===== src/rtl/axi_line_master.sv =====
// Line-request to AXI4 INCR burst master: one outstanding fill or
// writeback, full line and error flag returned on a single-cycle pulse.
module axi_line_master #(
  parameter int         BEATS  = 4,
  parameter int         DATA_W = 32,
  parameter logic [3:0] ID     = 4'h0
) (
  input  logic                    clk_i,
  input  logic                    rst_i,
  input  logic                    req_valid_i,
  output logic                    req_ready_o,
  input  logic                    req_we_i,
  input  logic [31:0]             req_addr_i,
  input  logic [BEATS*DATA_W-1:0] req_wdata_i,
  output logic                    resp_valid_o,
  output logic [BEATS*DATA_W-1:0] resp_rdata_o,
  output logic                    resp_err_o,
  output logic                    m_axi_awvalid,
  input  logic                    m_axi_awready,
  output logic [31:0]             m_axi_awaddr,
  output logic [3:0]              m_axi_awid,
  output logic [7:0]              m_axi_awlen,
  output logic [1:0]              m_axi_awburst,
  output logic                    m_axi_wvalid,
  input  logic                    m_axi_wready,
  output logic [DATA_W-1:0]       m_axi_wdata,
  output logic [DATA_W/8-1:0]     m_axi_wstrb,
  output logic                    m_axi_wlast,
  input  logic                    m_axi_bvalid,
  output logic                    m_axi_bready,
  input  logic [1:0]              m_axi_bresp,
  input  logic [3:0]              m_axi_bid,
  output logic                    m_axi_arvalid,
  input  logic                    m_axi_arready,
  output logic [31:0]             m_axi_araddr,
  output logic [3:0]              m_axi_arid,
  output logic [7:0]              m_axi_arlen,
  output logic [1:0]              m_axi_arburst,
  input  logic                    m_axi_rvalid,
  output logic                    m_axi_rready,
  input  logic [DATA_W-1:0]       m_axi_rdata,
  input  logic [1:0]              m_axi_rresp,
  input  logic [3:0]              m_axi_rid,
  input  logic                    m_axi_rlast
);

  localparam int IW  = (BEATS > 1) ? $clog2(BEATS) : 1;
  localparam int CW  = IW + 1;
  localparam int OFF = $clog2(BEATS * DATA_W / 8);
  localparam logic [31:0] AMASK = ~((32'd1 << OFF) - 32'd1);

  typedef enum logic [2:0] {
    IDLE, AW, W, B, AR, R, DONE
  } state_t;

  state_t                        state_q;
  logic [CW-1:0]                 cnt_q;
  logic [31:0]                   addr_q;
  logic [BEATS-1:0][DATA_W-1:0]  line_q;
  logic [BEATS*DATA_W-1:0]       rdata_q;
  logic                          err_q;
  logic                          rerr_q;
  logic [IW-1:0]                 idx;
  logic                          w_last;
  logic                          r_bad;
  logic                          b_bad;

  assign idx    = cnt_q[IW-1:0];
  assign w_last = (cnt_q == CW'(BEATS - 1));
  assign b_bad  = (m_axi_bresp != 2'b00) | (m_axi_bid != ID);

  // Excess beats and a premature rlast both poison the line.
  always_comb begin
    r_bad = (m_axi_rresp != 2'b00) | (m_axi_rid != ID);
    r_bad = r_bad | (cnt_q >= CW'(BEATS));
    r_bad = r_bad | (m_axi_rlast & (cnt_q < CW'(BEATS - 1)));
  end

  always_ff @(posedge clk_i or negedge rst_i) begin
    if (!rst_i) begin
      state_q <= IDLE;
      cnt_q   <= '0;
      addr_q  <= '0;
      line_q  <= '0;
      rdata_q <= '0;
      err_q   <= 1'b0;
      rerr_q  <= 1'b0;
    end else begin
      unique case (state_q)
        IDLE: if (req_valid_i) begin
          addr_q <= req_addr_i & AMASK;
          err_q  <= 1'b0;
          cnt_q  <= '0;
          if (req_we_i) begin
            line_q  <= req_wdata_i;
            state_q <= AW;
          end else begin
            state_q <= AR;
          end
        end
        AW: if (m_axi_awready) state_q <= W;
        W: if (m_axi_wready) begin
          if (w_last) begin
            cnt_q   <= '0;
            state_q <= B;
          end else begin
            cnt_q <= cnt_q + 1'b1;
          end
        end
        B: if (m_axi_bvalid) begin
          err_q   <= err_q | b_bad;
          state_q <= DONE;
        end
        AR: if (m_axi_arready) state_q <= R;
        R: if (m_axi_rvalid) begin
          if (cnt_q < CW'(BEATS)) line_q[idx] <= m_axi_rdata;
          err_q <= err_q | r_bad;
          if (m_axi_rlast) begin
            cnt_q   <= '0;
            state_q <= DONE;
          end else if (cnt_q != CW'(BEATS)) begin
            cnt_q <= cnt_q + 1'b1;
          end
        end
        DONE: begin
          rdata_q <= line_q;
          rerr_q  <= err_q;
          state_q <= IDLE;
        end
        default: state_q <= IDLE;
      endcase
    end
  end

  assign req_ready_o   = (state_q == IDLE);
  assign resp_valid_o  = (state_q == DONE);
  assign resp_rdata_o  = (state_q == DONE) ? line_q : rdata_q;
  assign resp_err_o    = (state_q == DONE) ? err_q : rerr_q;

  assign m_axi_awvalid = (state_q == AW);
  assign m_axi_awaddr  = addr_q;
  assign m_axi_awid    = ID;
  assign m_axi_awlen   = 8'(BEATS - 1);
  assign m_axi_awburst = 2'b01;

  assign m_axi_wvalid  = (state_q == W);
  assign m_axi_wdata   = line_q[idx];
  assign m_axi_wstrb   = '1;
  assign m_axi_wlast   = (state_q == W) & w_last;

  assign m_axi_bready  = (state_q == B);

  assign m_axi_arvalid = (state_q == AR);
  assign m_axi_araddr  = addr_q;
  assign m_axi_arid    = ID;
  assign m_axi_arlen   = 8'(BEATS - 1);
  assign m_axi_arburst = 2'b01;

  assign m_axi_rready  = (state_q == R);

endmodule


===== config.mk =====
export PLATFORM = sky130hd
export DESIGN_NAME = axi_line_master
export DESIGN_NICKNAME = d
export VERILOG_FILES = /design/src/rtl/axi_line_master.sv
export SDC_FILE = /design/constraint.sdc
export NUM_CORES = 1
export LEC_CHECK = 0
export ABC_AREA = 1
export CORE_ASPECT_RATIO = 0.8
export CORE_MARGIN = 4
export CORE_UTILIZATION = 35
export DETAILED_ROUTE_END_ITERATION = 10
export GPL_TIMING_DRIVEN = 0
export HOLD_SLACK_MARGIN = 0.06
export PLACE_DENSITY = 0.71
export SYNTH_ARGS = -nofsm -noshare
export SYNTH_HDL_FRONTEND = slang
export SYNTH_SLANG_ARGS = --single-unit

===== constraint.sdc =====
create_clock -name clk_i -period 2.4 [get_ports clk_i]
set_input_delay 0.36 -clock clk_i [delete_from_list [all_inputs] [get_ports clk_i]]
set_output_delay 0.36 -clock clk_i [all_outputs]
set_load 0.005 [all_outputs]

Word level (Yosys, flattened, before mapping) --
Index checks and enable logic that the tools add are counted. W data, S select, Z words.
Operators by class: magnitude comparators 5, mux-type cells 33, add/subtract/negate cells 1, reduce and logical (&&, ||, !) cells 14, multiply operators 0, equal/unequal tests 19, div/mod/pow operators 0, shifts and indexed selects 0, bitwise operators 8
Operators with widths (count):
- $mux W128 | 5
- $pmux W128 S2 | 1
- $bwmux W128 | 1
- $bmux W32 S2 | 1
- $demux W32 S2 | 1
- $mux W32 | 2
- $mux W3 | 15
- $pmux W3 S6 | 1
- $ne A2 B1 Y1 const B | 7
- $reduce_and A5 Y1 | 2
- $eq A3 B2 Y1 const B | 3
- $eq A3 B3 Y1 const B | 3
- $pmux W3 S3 | 1
- $reduce_and A8 Y1 | 1
- $reduce_bool A4 Y1 | 2
- $ne A2 B2 Y1 const B | 3
- $or A1 B1 Y1 | 6
- $reduce_bool A2 Y1 | 3
- $reduce_bool A3 Y1 | 2
- $mux W1 | 4
- $reduce_and A4 Y1 | 1
- $add A3 B1 Y3 const B | 1
- $eq A3 B1 Y1 const B | 1
- $ge A3 B3 Y1 const B | 1
- 11 further kinds | 12
Word-level totals: memories 0, input bits 214, bits in registers 292, bits in latches 0, memory bits (writable) 0, ROM bits 0

Longest topological paths before layout --
word-level depth 8, depth in mapped cells 11

Least setup slack after synthesis --
Ideal clock, no wire load.
path type register to register, from register cnt_q[0], to register line_q[65] (netlist name), buffers on the path 5, setup slack 165 ps, library setup time 66 ps, required time 2334 ps, data arrival time 2169 ps, cell stages (with the launch flop) 11, path through dfrtp_1 > inv_1 > clkbuf_1 > clkbuf_1 > ha_1 > clkbuf_1 > or2_1 > clkbuf_1 > clkbuf_1 > nand4_1 > nand2_1
Between the ends: cells in the longest elaborated chain, start to end 8
RTL lines:
- from (decl) | line 57 | logic [CW-1:0] cnt_q;
- from (signal assigned) | line 107 | cnt_q <= cnt_q + 1'b1;
- from (signal assigned) | line 122 | cnt_q <= cnt_q + 1'b1;
- $lt A2 B3 Y1 (implied by the code) / $ge A2 B1 Y1 (equally long branches) | line 116 | if (cnt_q < CW'(BEATS)) line_q[idx] <= m_axi_rdata;
- $logic_and A1 B1 Y1 (implied by the code) | line 116
- $mux W32 (implied by the code) | line 116
- $demux W32 S2 | line 116
- $bwmux W128 | line 116
- $mux W128 | line 116
- $mux W128 | line 115 | R: if (m_axi_rvalid) begin
- $pmux W128 S2 | line 89 | unique case (state_q)
- to (signal assigned) | line 95 | line_q <= req_wdata_i;
- to (signal, indexed assignment) | line 116
- to (decl) | line 59 | logic [BEATS-1:0][DATA_W-1:0] line_q;
Parallel ways exist; a longest one is shown, timed or not. The select of a mux whose other input is x is not followed. A chain may end at the register's enable or synchronous reset.

Worst setup path in the final report --
from register state_q[0], to output port resp_rdata_o[79]
Between the ends: cells in the longest elaborated chain, start to end 2
RTL lines:
- from (decl) | line 56 | state_t state_q;
- from (signal assigned) | line 81 | state_q <= IDLE;
- from (signal assigned) | line 96 | state_q <= AW;
- from (signal assigned) | line 98 | state_q <= AR;
- $eq A3 B3 Y1 | line 137 | assign resp_rdata_o = (state_q == DONE) ? line_q : rdata_q;
- $mux W128
- to (decl) | line 16 | output logic [BEATS*DATA_W-1:0] resp_rdata_o,
No other way between the ends.

==> flow_summary.ini <==
[synthesis]
synthDistinctLibCells = 25
synthMuxAreaShare = 0
syn_inst = 2037
avgSynthCellArea_um2 = 7.38
synth_xor_area_frac = 0
yosysSeqAreaShare = 0.486
synth_area_mm2 = 0.0150
synthAdderAreaFrac = 0.00499
synth_seq_cells = 292
yosysWarnings = 0
synth_compound_area_frac = 0.0807
synth-simple-area-share = 0.340
synth_top_family_by_area = simple AND/OR/NAND/NOR gates

[floorplanning]
coreArea_mm2 = 0.0422
dieArea_mm2 = 0.0464
die_width_um = 240
std_cell_rows = 67
dieHeight_um = 193
initial_core_util = 0.357
ios = 479

[sta]
fin_crit_sh = 1.07
max_freq_ghz = 0.391
fin_ws_ns = -0.158
fin_crit_ns = 2.56
slew_headroom = 0.462
finClkSkew_ns = 0.00998
finalSetupViolCount = 73
tightest_slew_ns = 0.807
setup_tns_ns = -4.04
fin_hold_ws_ns = 0.363
slew_viol_final = 0
hold_viol = 0
rsz0062_at_grt = yes

[route]
drt_iter0_markers = 1700
drt_wl_total_um = 75300
post-route-drc-count = 0
drt-pass1-iter-count = 6
num_vias = 17500
drt-vias-per-instance = 5.32
final_antenna_net_count = 0
post_drt_wl_per_cell_um = 22.9

[clock_network]
clock_latency_ns = 0.53
htreeDepth = 2
cts.sinks = 292
cts_tree = yes
clockRootBuffer = clkbuf_16
clk_pin_slew_ns = 0.06
cts_buffers = 34
clk_path_buf_depth = 3

[outcome]
violations = negative setup slack
outcome = finished with violations

[setup_path]
reg2reg_slack_ns = 0.03
cp-start-kind = flip-flop
cp-endpoint = resp_rdata_o[79]
r2r_start = state_q[0]$_DFFE_PN0P_
cp_max_fo = 6
reg2reg_depth = 17
endpoint_kind = output port
timing.rr.end = rdata_q[100]$_DFF_PN0_
worstPathRequired_ns = 2.04
crit_start = state_q[0]$_DFFE_PN0P_
critPathKind = reg2out
arrival_ns = 2.20

[grt]
grt_util_met2 = 0.483
grt_antenna_before_repair = 2
gr-usage-met1 = 0.400
grt_pass1_wl_um = 109000
met3_usage = 0.0985
grt_max_degree = 109
top_usage_layer = met2
grt_util_all_layers = 0.307
grt-ovfl-total = 0
grt_pass1_vias = 17600

[power_and_ir_drop]
p_leak_nw = 12.6
vdd_ir_drop_max_mv = 0.688
total_power_mw = 35.0
p_per_area_mw_per_mm2 = 1400

[finish]
antennaDiodeCount = 0
final_common_cell = nand2_1
nets = 2934
area_growth_pct = 65.6
final_area_mm2 = 0.0249
drive_above_1_share = 0.306
mostFrequentLayoutCells = 787 x nand2_1, 289 x dfrtp_1, 270 x clkdlybuf4s50_1

[min_path]
hold_path_class = in2reg

[placement]
postPlaceCellArea_mm2 = 0.0203
port_buffers = 434
gp_congestion = 0.913
dpl.hpwl_um = 51800

[flow_run]
max-cap-violations = 0
## per-stage QoR
stage / worst slack (ns) / instances / utilization
floorplan: 0.165 / 2075 / -
global placement: -11.99 / 3061 / 0.479
detailed placement: -1.26 / 3063 / 0.481
CTS: -0.161 / 3261 / 0.565
global route: -0.225 / 3286 / 0.590
finish: -0.158 / 3286 / 0.590
## synth_stat cells
cell type | n | area share
nand4_1 | 129 | 0.054
buf_6 | 2 | 0.0015
nand2_2 | 2 | 0.00083
nand2_4 | 1 | 0.00075
nand3_1 | 10 | 0.0033
or2_2 | 2 | 0.00083
nand2_1 | 1022 | 0.26
o21ai_1 | 10 | 0.0033
clkbuf_1 | 63 | 0.016
o21ai_0 | 188 | 0.063
nor2_1 | 87 | 0.022
inv_1 | 18 | 0.0045
nand3_2 | 4 | 0.0027
nor2_4 | 1 | 0.00075
dfrtp_1 | 292 | 0.49
o22ai_1 | 32 | 0.013
conb_1 | 2 | 0.00050
a21oi_1 | 3 | 0.0010
or2_1 | 1 | 0.00042
inv_2 | 5 | 0.0012
a21boi_0 | 1 | 0.00050
ha_1 | 6 | 0.0050
buf_4 | 78 | 0.039
buf_2 | 76 | 0.025
buf_1 | 2 | 0.00050
## state kept, by name, summed over array words and instances (netlist names)
| register | cells |
|---|---|
| state_q | 3 |
| rdata_q | 128 |
| m_axi_araddr | 28 |
| err_q | 1 |
| line_q | 128 |
| rerr_q | 1 |
| cnt_q | 3 |
## power breakdown
group	total, mW	switching [mW]	internal [mW]
Combinational	20.6	10.9	9.72
Clock	5.23	2.18	3.05
Sequential	9.17	1.89	7.27
## how the worst min path moves through the flow
stage,slack [ns],depth (start not counted),to,startpoint
final,0.36,3,m_axi_araddr[7]$_DFFE_PN0P_,req_addr_i[7]
after global routing,0.36,3,m_axi_araddr[11]$_DFFE_PN0P_,req_addr_i[11]
after CTS,0.35,3,m_axi_araddr[7]$_DFFE_PN0P_,req_addr_i[7]
after detailed placement,0.46,2,rdata_q[23]$_DFF_PN0_,rdata_q[23]$_DFF_PN0_
after global placement,0.45,2,rdata_q[42]$_DFF_PN0_,rdata_q[42]$_DFF_PN0_
after floorplan,0.06,0,cnt_q[0]$_DFFE_PN0P_,rst_i
## area by class of cell
cell class | instances | area (um2)
fillers | 3658 | 17300
multi-input cells | 1539 | 7820
flip-flops and latches | 292 | 7310
repair buffers | 614 | 6190
plain buffers | 210 | 1700
clock buffers | 47 | 1010
well taps | 552 | 691
inverters | 23 | 104
clock inverters | 9 | 76.3
## critical path, cell delays in order, from the launching register on
cell and delay, ns:
dfrtp_1 0.40, inv_2 0.09, nand2_4 0.06, nor2_4 0.10, buf_12 0.15, inv_12 0.05, clkbuf_16 0.17, buf_12 0.15
buf_16 0.15, buf_6 0.12, nand2_4 0.05, nand2_4 0.05, buf_6 0.11
## kinds of logic (layout without fill, tap and decap cells)
family / count (synthesis) / count (layout)
AND/OR/NAND/NOR: 1259 / 1259
flip-flops: 292 / 292
buffers and inverters: 244 / 903
AO/OA/AOI/OAI: 234 / 234
adder cells (fa/ha/maj): 6 / 6
other: 2 / 40
## metal layers
layer | wire length [um] | share of wire | up-vias
li1 | - | - | 7822
met1 | 29800 | 0.40 | 8329
met2 | 33900 | 0.45 | 1099
met3 | 8400 | 0.11 | 215
met4 | 3150 | 0.042 | 6
met5 | 36 | 0.00048 | -
## repair_timing
item / 4_1_cts / 5_1_grt
endpoints found under the hold margin: 102 / 0
gates resized for setup: 952 / 315
setup buffers: 130 / 38
gates cloned: 15 / 3
endpoints found under the setup margin: 392 / 240
hold buffers: 1 / 0
pin swaps: 73 / 66
No activity file was read; power rests on OpenSTA's default activity.
